## src/rtl/mem_store_pkg.sv

```systemverilog
// mem_store_pkg: shared sizing helpers and the response-stage record for mem_store.
package mem_store_pkg;
   function automatic int clog2(input int n);
      int r;
      r = 0;
      while ((1 << r) < n) r++;
      return r;
   endfunction
   // A single requester still needs a one-bit tag so rsp_ch never collapses to zero width.
   function automatic int ch_width(input int n);
      return (n > 1) ? clog2(n) : 1;
   endfunction
   typedef struct packed {
      logic valid;
      logic write;
      logic err;
   } rsp_stage_t;
endpackage

```

## src/rtl/mem_store_rr_arbiter.sv

```systemverilog
// rr_arbiter: round-robin one-hot grant over NUM_CH requesters, pointer moves past each winner.
module rr_arbiter
   import mem_store_pkg::*;
#(
   parameter int NUM_CH = 2,
   localparam int CH_W = ch_width(NUM_CH)
) (
   input  logic              clk,
   input  logic              rst,
   input  logic [NUM_CH-1:0] req,
   output logic [NUM_CH-1:0] grant,
   output logic [CH_W-1:0]   grant_ch
);
   logic [CH_W-1:0] ptr;
   logic            hit;
   // Wrapped candidates below the pointer are found first, then overridden by any at or above it.
   always_comb begin
      grant_ch = '0;
      hit = 1'b0;
      for (int i = NUM_CH - 1; i >= 0; i--)
         if (req[i] && i < int'(ptr)) begin
            grant_ch = CH_W'(i);
            hit = 1'b1;
         end
      for (int i = NUM_CH - 1; i >= 0; i--)
         if (req[i] && i >= int'(ptr)) begin
            grant_ch = CH_W'(i);
            hit = 1'b1;
         end
      grant = (hit && !rst) ? NUM_CH'(1) << grant_ch : '0;
   end
   always_ff @(posedge clk)
      if (rst) ptr <= '0;
      else if (hit) ptr <= (int'(grant_ch) == NUM_CH - 1) ? '0 : grant_ch + 1'b1;
endmodule

```

## src/rtl/mem_store.sv

```systemverilog
// mem_store: round-robin shared scratchpad with fixed-latency tagged completions for every access.
module mem_store
   import mem_store_pkg::*;
#(
   parameter int DATA_W  = 256,
   parameter int DEPTH   = 8,
   parameter int ADDR_W  = 5,
   parameter int NUM_CH  = 2,
   parameter int LATENCY = 3,
   localparam int CH_W   = ch_width(NUM_CH)
) (
   input  logic                     clk,
   input  logic                     rst,
   input  logic [NUM_CH-1:0]        req_valid,
   output logic [NUM_CH-1:0]        req_ready,
   input  logic [NUM_CH-1:0]        req_write,
   input  logic [NUM_CH*ADDR_W-1:0] req_addr,
   input  logic [NUM_CH*DATA_W-1:0] req_wdata,
   output logic                     rsp_valid,
   output logic [CH_W-1:0]          rsp_ch,
   output logic                     rsp_write,
   output logic                     rsp_err,
   output logic [DATA_W-1:0]        rsp_data
);
   localparam int IDX_W = clog2(DEPTH);
   logic [NUM_CH-1:0] grant;
   logic [CH_W-1:0]   grant_ch;
   logic              accept, sel_write, in_range;
   logic [ADDR_W-1:0] sel_addr;
   logic [IDX_W-1:0]  idx;
   logic [DATA_W-1:0] sel_wdata, rd_data;
   logic [DATA_W-1:0] mem [DEPTH];
   rsp_stage_t        tag_q [LATENCY];
   logic [CH_W-1:0]   ch_q [LATENCY];
   logic [DATA_W-1:0] data_q [LATENCY];
   rr_arbiter #(.NUM_CH(NUM_CH)) u_arb (
      .clk(clk),
      .rst(rst),
      .req(req_valid),
      .grant(grant),
      .grant_ch(grant_ch)
   );
   assign req_ready = grant;
   assign accept = |grant;
   always_comb begin
      sel_write = 1'b0;
      sel_addr = '0;
      sel_wdata = '0;
      for (int i = 0; i < NUM_CH; i++)
         if (grant[i]) begin
            sel_write = req_write[i];
            sel_addr = req_addr[i*ADDR_W +: ADDR_W];
            sel_wdata = req_wdata[i*DATA_W +: DATA_W];
         end
   end
   assign in_range = int'(sel_addr) < DEPTH;
   assign idx = sel_addr[IDX_W-1:0];
   assign rd_data = (accept && in_range && !sel_write) ? mem[idx] : '0;
   always_ff @(posedge clk)
      if (accept && sel_write && in_range) mem[idx] <= sel_wdata;
   // Idle stages carry all-zero records so rsp_* read 0 between completions.
   always_ff @(posedge clk)
      if (rst) begin
         for (int i = 0; i < LATENCY; i++) begin
            tag_q[i] <= '0;
            ch_q[i] <= '0;
            data_q[i] <= '0;
         end
      end else begin
         tag_q[0] <= accept ? '{valid: 1'b1, write: sel_write, err: !in_range} : '0;
         ch_q[0] <= accept ? grant_ch : '0;
         data_q[0] <= rd_data;
         for (int i = 1; i < LATENCY; i++) begin
            tag_q[i] <= tag_q[i-1];
            ch_q[i] <= ch_q[i-1];
            data_q[i] <= data_q[i-1];
         end
      end
   assign rsp_valid = tag_q[LATENCY-1].valid;
   assign rsp_write = tag_q[LATENCY-1].write;
   assign rsp_err = tag_q[LATENCY-1].err;
   assign rsp_ch = ch_q[LATENCY-1];
   assign rsp_data = data_q[LATENCY-1];
endmodule

```

## config.mk

```make
export PLATFORM = sky130hd
export DESIGN_NAME = mem_store
export DESIGN_NICKNAME = d
export VERILOG_FILES = /design/src/rtl/mem_store_pkg.sv /design/src/rtl/mem_store_rr_arbiter.sv /design/src/rtl/mem_store.sv
export SDC_FILE = /design/constraint.sdc
export NUM_CORES = 2
export LEC_CHECK = 0
export CAP_MARGIN = 20
export CORE_MARGIN = 2
export CORE_UTILIZATION = 25
export CTS_BUF_LIST = sky130_fd_sc_hd__clkbuf_8
export DETAILED_ROUTE_END_ITERATION = 10
export GPL_ROUTABILITY_DRIVEN = 0
export PLACE_DENSITY = 0.49
export SLEW_MARGIN = 25
export SYNTH_ARGS = -nofsm -noshare
export SYNTH_HDL_FRONTEND = slang
export SYNTH_SLANG_ARGS = --single-unit
```

## constraint.sdc

```tcl
create_clock -name clk -period 30 [get_ports clk]
set_input_delay 6 -clock clk [delete_from_list [all_inputs] [get_ports clk]]
set_output_delay 6 -clock clk [all_outputs]
set_load 0.05 [all_outputs]
```

# [Word level (Yosys, flattened, before mapping)]
# Memory sizes are Yosys's and may differ from the RTL's.
# Cells that the tools add are included.
[classes] add_sub_neg=1 order_cmp=3 n_shift=1 n_mux=30 bitwise_logic=9 reduce_logical=11
[ops] cell="256-bit 2-to-1 mux" count=6
[ops] cell="1-bit 2-to-1 mux" count=17
[ops] cell="3-bit 2-to-1 mux" count=4
[ops] cell="5-bit 2-to-1 mux" count=2
[ops] cell="1-bit bitwise OR" count=9
[ops] cell="1-bit logical AND" count=7
[ops] cell="5-bit by 4-bit < comparator with 1-bit output (second input constant)" count=1
[ops] cell="1-bit zero test" count=3
[ops] cell="2-bit 2-to-1 mux" count=1
[ops] cell="2-bit OR reduction" count=1
[ops] cell="1-bit by 1-bit << shifter with 2-bit output (first input constant)" count=1
[ops] cell="1-bit adder (second input constant)" count=1
[ops] cell="1-bit >= comparator (first input constant)" count=1
[ops] cell="1-bit < comparator (first input constant)" count=1
[word_totals] ff_bits=1 ram_bits=2828 inputBits=528 out_inout_bits=262 n_memories=4
[mem_list] memory="mem" words=8 word_bits=256 rd=1 rd_ports_with_merged_regs=0 wr=1 line_no="mem_store.sv:32" source="logic [DATA_W-1:0] mem [DEPTH];"
[mem_list] memory="data_q" words=3 word_bits=256 rd=3 rd_ports_with_merged_regs=0 wr=3 line_no="mem_store.sv:35" source="logic [DATA_W-1:0] data_q [LATENCY];"
[mem_list] memory="tag_q" words=3 word_bits=3 rd=3 rd_ports_with_merged_regs=0 wr=3 line_no="mem_store.sv:33" source="rsp_stage_t tag_q [LATENCY];"
[mem_list] memory="ch_q" words=3 word_bits=1 rd=3 rd_ports_with_merged_regs=0 wr=3 line_no="mem_store.sv:34" source="logic [CH_W-1:0] ch_q [LATENCY];"

# [Longest topological paths before layout]
[depth] depth_word=14 mapped_depth=9

# [Cells and area by module]
# From an unflattened synthesis, not the netlist that was laid out.
[unflattened] cells_unflattened=6075 hier_area_um2=102026.6
[by_module_without_submodules] module="mem_store" n_inst=1 cells_each=6067 area_per_inst_um2=101962.8 seq_area_each_um2=77114.0
[by_module_without_submodules] module="rr_arbiter" n_inst=1 cells_each=8 area_per_inst_um2=63.8 seq_area_each_um2=20.0

# [Worst setup path after synthesis]
# OpenSTA, ideal clock, no wires.
[synth_path] path_kind="input -> register" startpoint="input port req_valid[1]" endpoint="memory mem[0][0], enable pin" setup_ps=1187 arrival_ps=24358 t_required_ps=28813 slack_ps=4454 cell_stages=8 n_path_buf=4 cell_sequence="buf_4 > a32o_1 > nand2_1 > buf_4 > buf_2 > buf_2 > nand3_1 > nor3_1"
[synth_via] elab_chain_cells=10 elab_cells_between_ends=17
[synth_rtl] element="from (decl)" line_no="mem_store.sv:14" source="input logic [NUM_CH-1:0] req_valid,"
[synth_rtl] element="1-bit 2-to-1 mux (2 in a row)" line_no="mem_store_rr_arbiter.sv:26" source="if (req[i] && i >= int'(ptr)) begin"
[synth_rtl] element="1-bit by 1-bit << shifter with 2-bit output or 1-bit logical AND (tied branches)" line_no="mem_store_rr_arbiter.sv:30" source="grant = (hit && !rst) ? NUM_CH'(1) << grant_ch : '0;"
[synth_rtl] element="2-bit 2-to-1 mux *" line_no="mem_store_rr_arbiter.sv:30"
[synth_rtl] element="5-bit 2-to-1 mux or 1-bit 2-to-1 mux (tied branches) (2 in a row)" line_no="mem_store.sv:50" source="if (grant[i]) begin"
[synth_rtl] element="5-bit by 4-bit < comparator with 1-bit output or 1-bit logical AND (tied branches)" line_no="mem_store.sv:56, mem_store.sv:60"
[synth_rtl] element="1-bit logical AND" line_no="mem_store.sv:60" source="if (accept && sel_write && in_range) mem[idx] <= sel_wdata;"
[synth_rtl] element="1-bit 2-to-1 mux" line_no="mem_store.sv:60"
[synth_rtl] element="1-bit 2-to-1 mux (not written as such)" line_no="mem_store.sv:60"
[synth_rtl] element="to (decl)" line_no="mem_store.sv:32"
# Every way passes the cells marked *; elsewhere a longest branch is shown, timed or not.

# [Worst setup path in the final report]
[layout_path] startpoint="input port req_valid[1]" endpoint="output port req_ready[0]"
[layout_via] elab_chain_cells=4 elab_cells_between_ends=7
[layout_rtl] element="1-bit 2-to-1 mux (2 in a row)" line_no="mem_store_rr_arbiter.sv:26"
[layout_rtl] element="1-bit by 1-bit << shifter with 2-bit output or 1-bit logical AND (tied branches)" line_no="mem_store_rr_arbiter.sv:30"
[layout_rtl] element="2-bit 2-to-1 mux *" line_no="mem_store_rr_arbiter.sv:30"
[layout_rtl] element="to (decl)" line_no="mem_store.sv:15" source="output logic [NUM_CH-1:0] req_ready,"
# Marked as above.

==> results_dict.tcl <==
set metrics [dict create \
    status "complete, no violations" \
    synth_top_area_cell "edfxtp_1" \
    clock.fmax_mhz 68.61 \
    worstSetupPathType "in2out" \
    relSlewSlack_pct 20.63 \
    swShare_pct 23.66 \
    fin_tns_setup_ns 0 \
    place.port_buffers 789 \
    async_flop_share_pct 0 \
    rows 236 \
    die_w_um 649.0 \
    max-vdd-ir-drop_uv 35.46 \
    grt_pass1_vias 62060 \
    drv_cap 0 \
    path_max_fanout 48 \
    cts_max_level 5 \
    drv_slew 0 \
    avgSynthCellArea_um2 15.76 \
    ys_top_cells_by_area "edfxtp_1 (59%), dfxtp_1 (15%), a22o_1 (3.4%)" \
    grtUsageTotal_pct 13.51 \
    synth_ff_type "edfxtp_1" \
    power_switching_mw 1.945 \
    first_iter_violations 4028 \
    worstHoldPathType "reg2reg" \
    synth_common_cells "edfxtp_1 (2,048), dfxtp_1 (781), nor2b_1 (520)" \
    area_growth_pct 20.88 \
    p_clk_share_pct 41.7 \
    combPwrFrac_pct 6.4 \
    root_buffer "clkbuf_8" \
    syn_inst 6599 \
    required_ns 24.00 \
    grt_max_degree 143 \
    holdBufCountCts 0 \
    dp.cells 12240 \
    syn-cell-area_mm2 0.1040 \
    cp-start-kind "input port" \
    io_pins 790 \
    syn_nets 7127 \
    die_area_mm2 0.4211 \
    start_util_pct 25.14 \
    cts_buffer_depth 4 \
    drc 0 \
    p_int_mw 6.278 \
    clkSlewWorstSetupHoldPaths_ns 0.06 \
    p_per_area_mw_per_mm2 65.42 \
    cts_setup_buffers 0 \
    dr_total_vias 58990 \
    synth_top_area_share_pct 59.14 \
    grt_pass1_wl_mm 427.4 \
    instances_no_fill 13150 \
    finalHoldViolCount 0 \
    core-area_mm2 0.4137 \
    end_kind "output pin" \
    cts_resized 0 \
    cts.sink_count 2829 \
    ys_warn_count 0 \
    via_per_inst 4.487 \
    fp.dieH_um 649.0 \
    routed_wl_mm 295.8 \
    nNetsFinal 7769 \
    antenna_left 0 \
    min_period_ns 14.57 \
    finClkSkew_ns 0.08238 \
    ys_ff_latch 2829 \
    wl_per_cell_um 22.49 \
    yosysUniqueCellTypes 42 \
    final_util_pct 30.39 \
    synth-edff-count 2048 \
    cts_tree "built" \
    drt_first_pass_iters 8 \
    p_leak_nw 44.09 \
    grt_antenna_before_repair 11 \
    rsz0062_at_grt "false" \
    clk_latency_ns 1.14 \
    period_share_pct 48.58 \
    p_seq_share_pct 51.9 \
    finalSetupViolations 0 \
    worst_slew_pin_slew_ns 1.191 \
    synth_most_common_cell "edfxtp_1" \
    cp_data_arrival_time_ns 8.57 \
    numCtsBuffers 471 \
    yosysSeqAreaShare_pct 74.17 \
    dp_hpwl_mm 163.7 \
    drive_above_1_share_pct 12.07 \
    overflow 0 \
]
==> worst max-delay path, cell delays in order <==
cell	delay (ns)
clkdlybuf4s50_1	0.73
a21oi_1	0.39
and2_4	0.53
clkdlybuf4s50_1	0.91
==> sequential cells by signal, summed over array words and instances (netlist names) <==
register,flops
mem,2048
data_q,768
tag_q,9
ch_q,3
u_arb.ptr,1
==> final cells by class <==
| cell class | instances | area (µm²) |
|---|---|---|
| inverters | 116 | 442.9 |
| repair buffers | 917 | 9009 |
| fillers | 40900 | 288000 |
| diodes | 10 | 25.02 |
| flip-flops and latches | 2829 | 77130 |
| multi-input cells | 2906 | 22560 |
| clock buffers | 559 | 7694 |
| well taps | 5474 | 6849 |
| clock inverters | 337 | 1994 |
==> logic make-up (layout without fill, tap and decap cells) <==
kind of cell | count (synthesis) | in the layout | synth area share [%]
multiplexers | 397 | 397 | 5.181
flip-flops | 2829 | 2829 | 74.17
buffers and inverters | 864 | 1929 | 4.308
AND/OR/NAND/NOR | 1180 | 1180 | 6.052
AO/OA/AOI/OAI | 1329 | 1329 | 10.29
other | 0 | 10 | 0
==> final timing paths <==
kind	from	cells after the start	slack (ns)	end
setup reg to reg	u_arb.ptr$_SDFFE_PP0N_	10	24.61	mem[1][135]$_DFFE_PP_
hold / removal	data_q[0][19]$_SDFF_PP0_	1	0.39	data_q[0][275]$_SDFF_PP0_
hold reg to reg	data_q[0][19]$_SDFF_PP0_	1	0.39	data_q[0][275]$_SDFF_PP0_
setup / recovery	req_valid[1]	4	15.43	req_ready[0]
==> metrics by stage <==
step                      instance area, µm²  setup WS [ns]  power [mW]  hold slack [ns]
final                                 125700          15.43       8.224           0.3912
after CTS                             125700          15.43       8.346           0.3903
after floorplan                       104000          4.454       4.660           0.4138
after detailed placement              116000          15.44       4.887           0.4231
after global placement                116000          15.51       4.877           0.4167
after global routing                  125700          15.29       8.543           0.4169
==> power by group through the flow <==
stage	Clock, mW	Sequential [mW]	Combinational (mW)
2_1_floorplan	0	4.36	0.298
3_3_place_gp	0	4.35	0.525
3_5_place_dp	0	4.35	0.535
4_1_cts	3.54	4.27	0.536
5_1_grt	3.70	4.27	0.566
6_report	3.43	4.27	0.527
==> cell usage in the layout (no fill, tap or decap), types with 143 or more instances in the layout <==
cell                n
a21boi_0          145
o211ai_1          261
a211oi_1          143
inv_1             307
and3_1            145
nand2_1           371
edfxtp_1         2048
clkbuf_8          559
clkdlybuf4s50_1   788
a22o_1            399
dfxtp_1           781
mux2i_1           284
nor2b_1           520
==> layer usage <==
layer  track usage (%)  up-vias  wire length, µm
li1                  -    26360                -
met2             22.97     1756           142600
met5                 0        -                0
met1             17.73    30430           131100
met3             2.398      456            15460
met4             3.432        0             6550
Power figures use the tool's default switching activity.
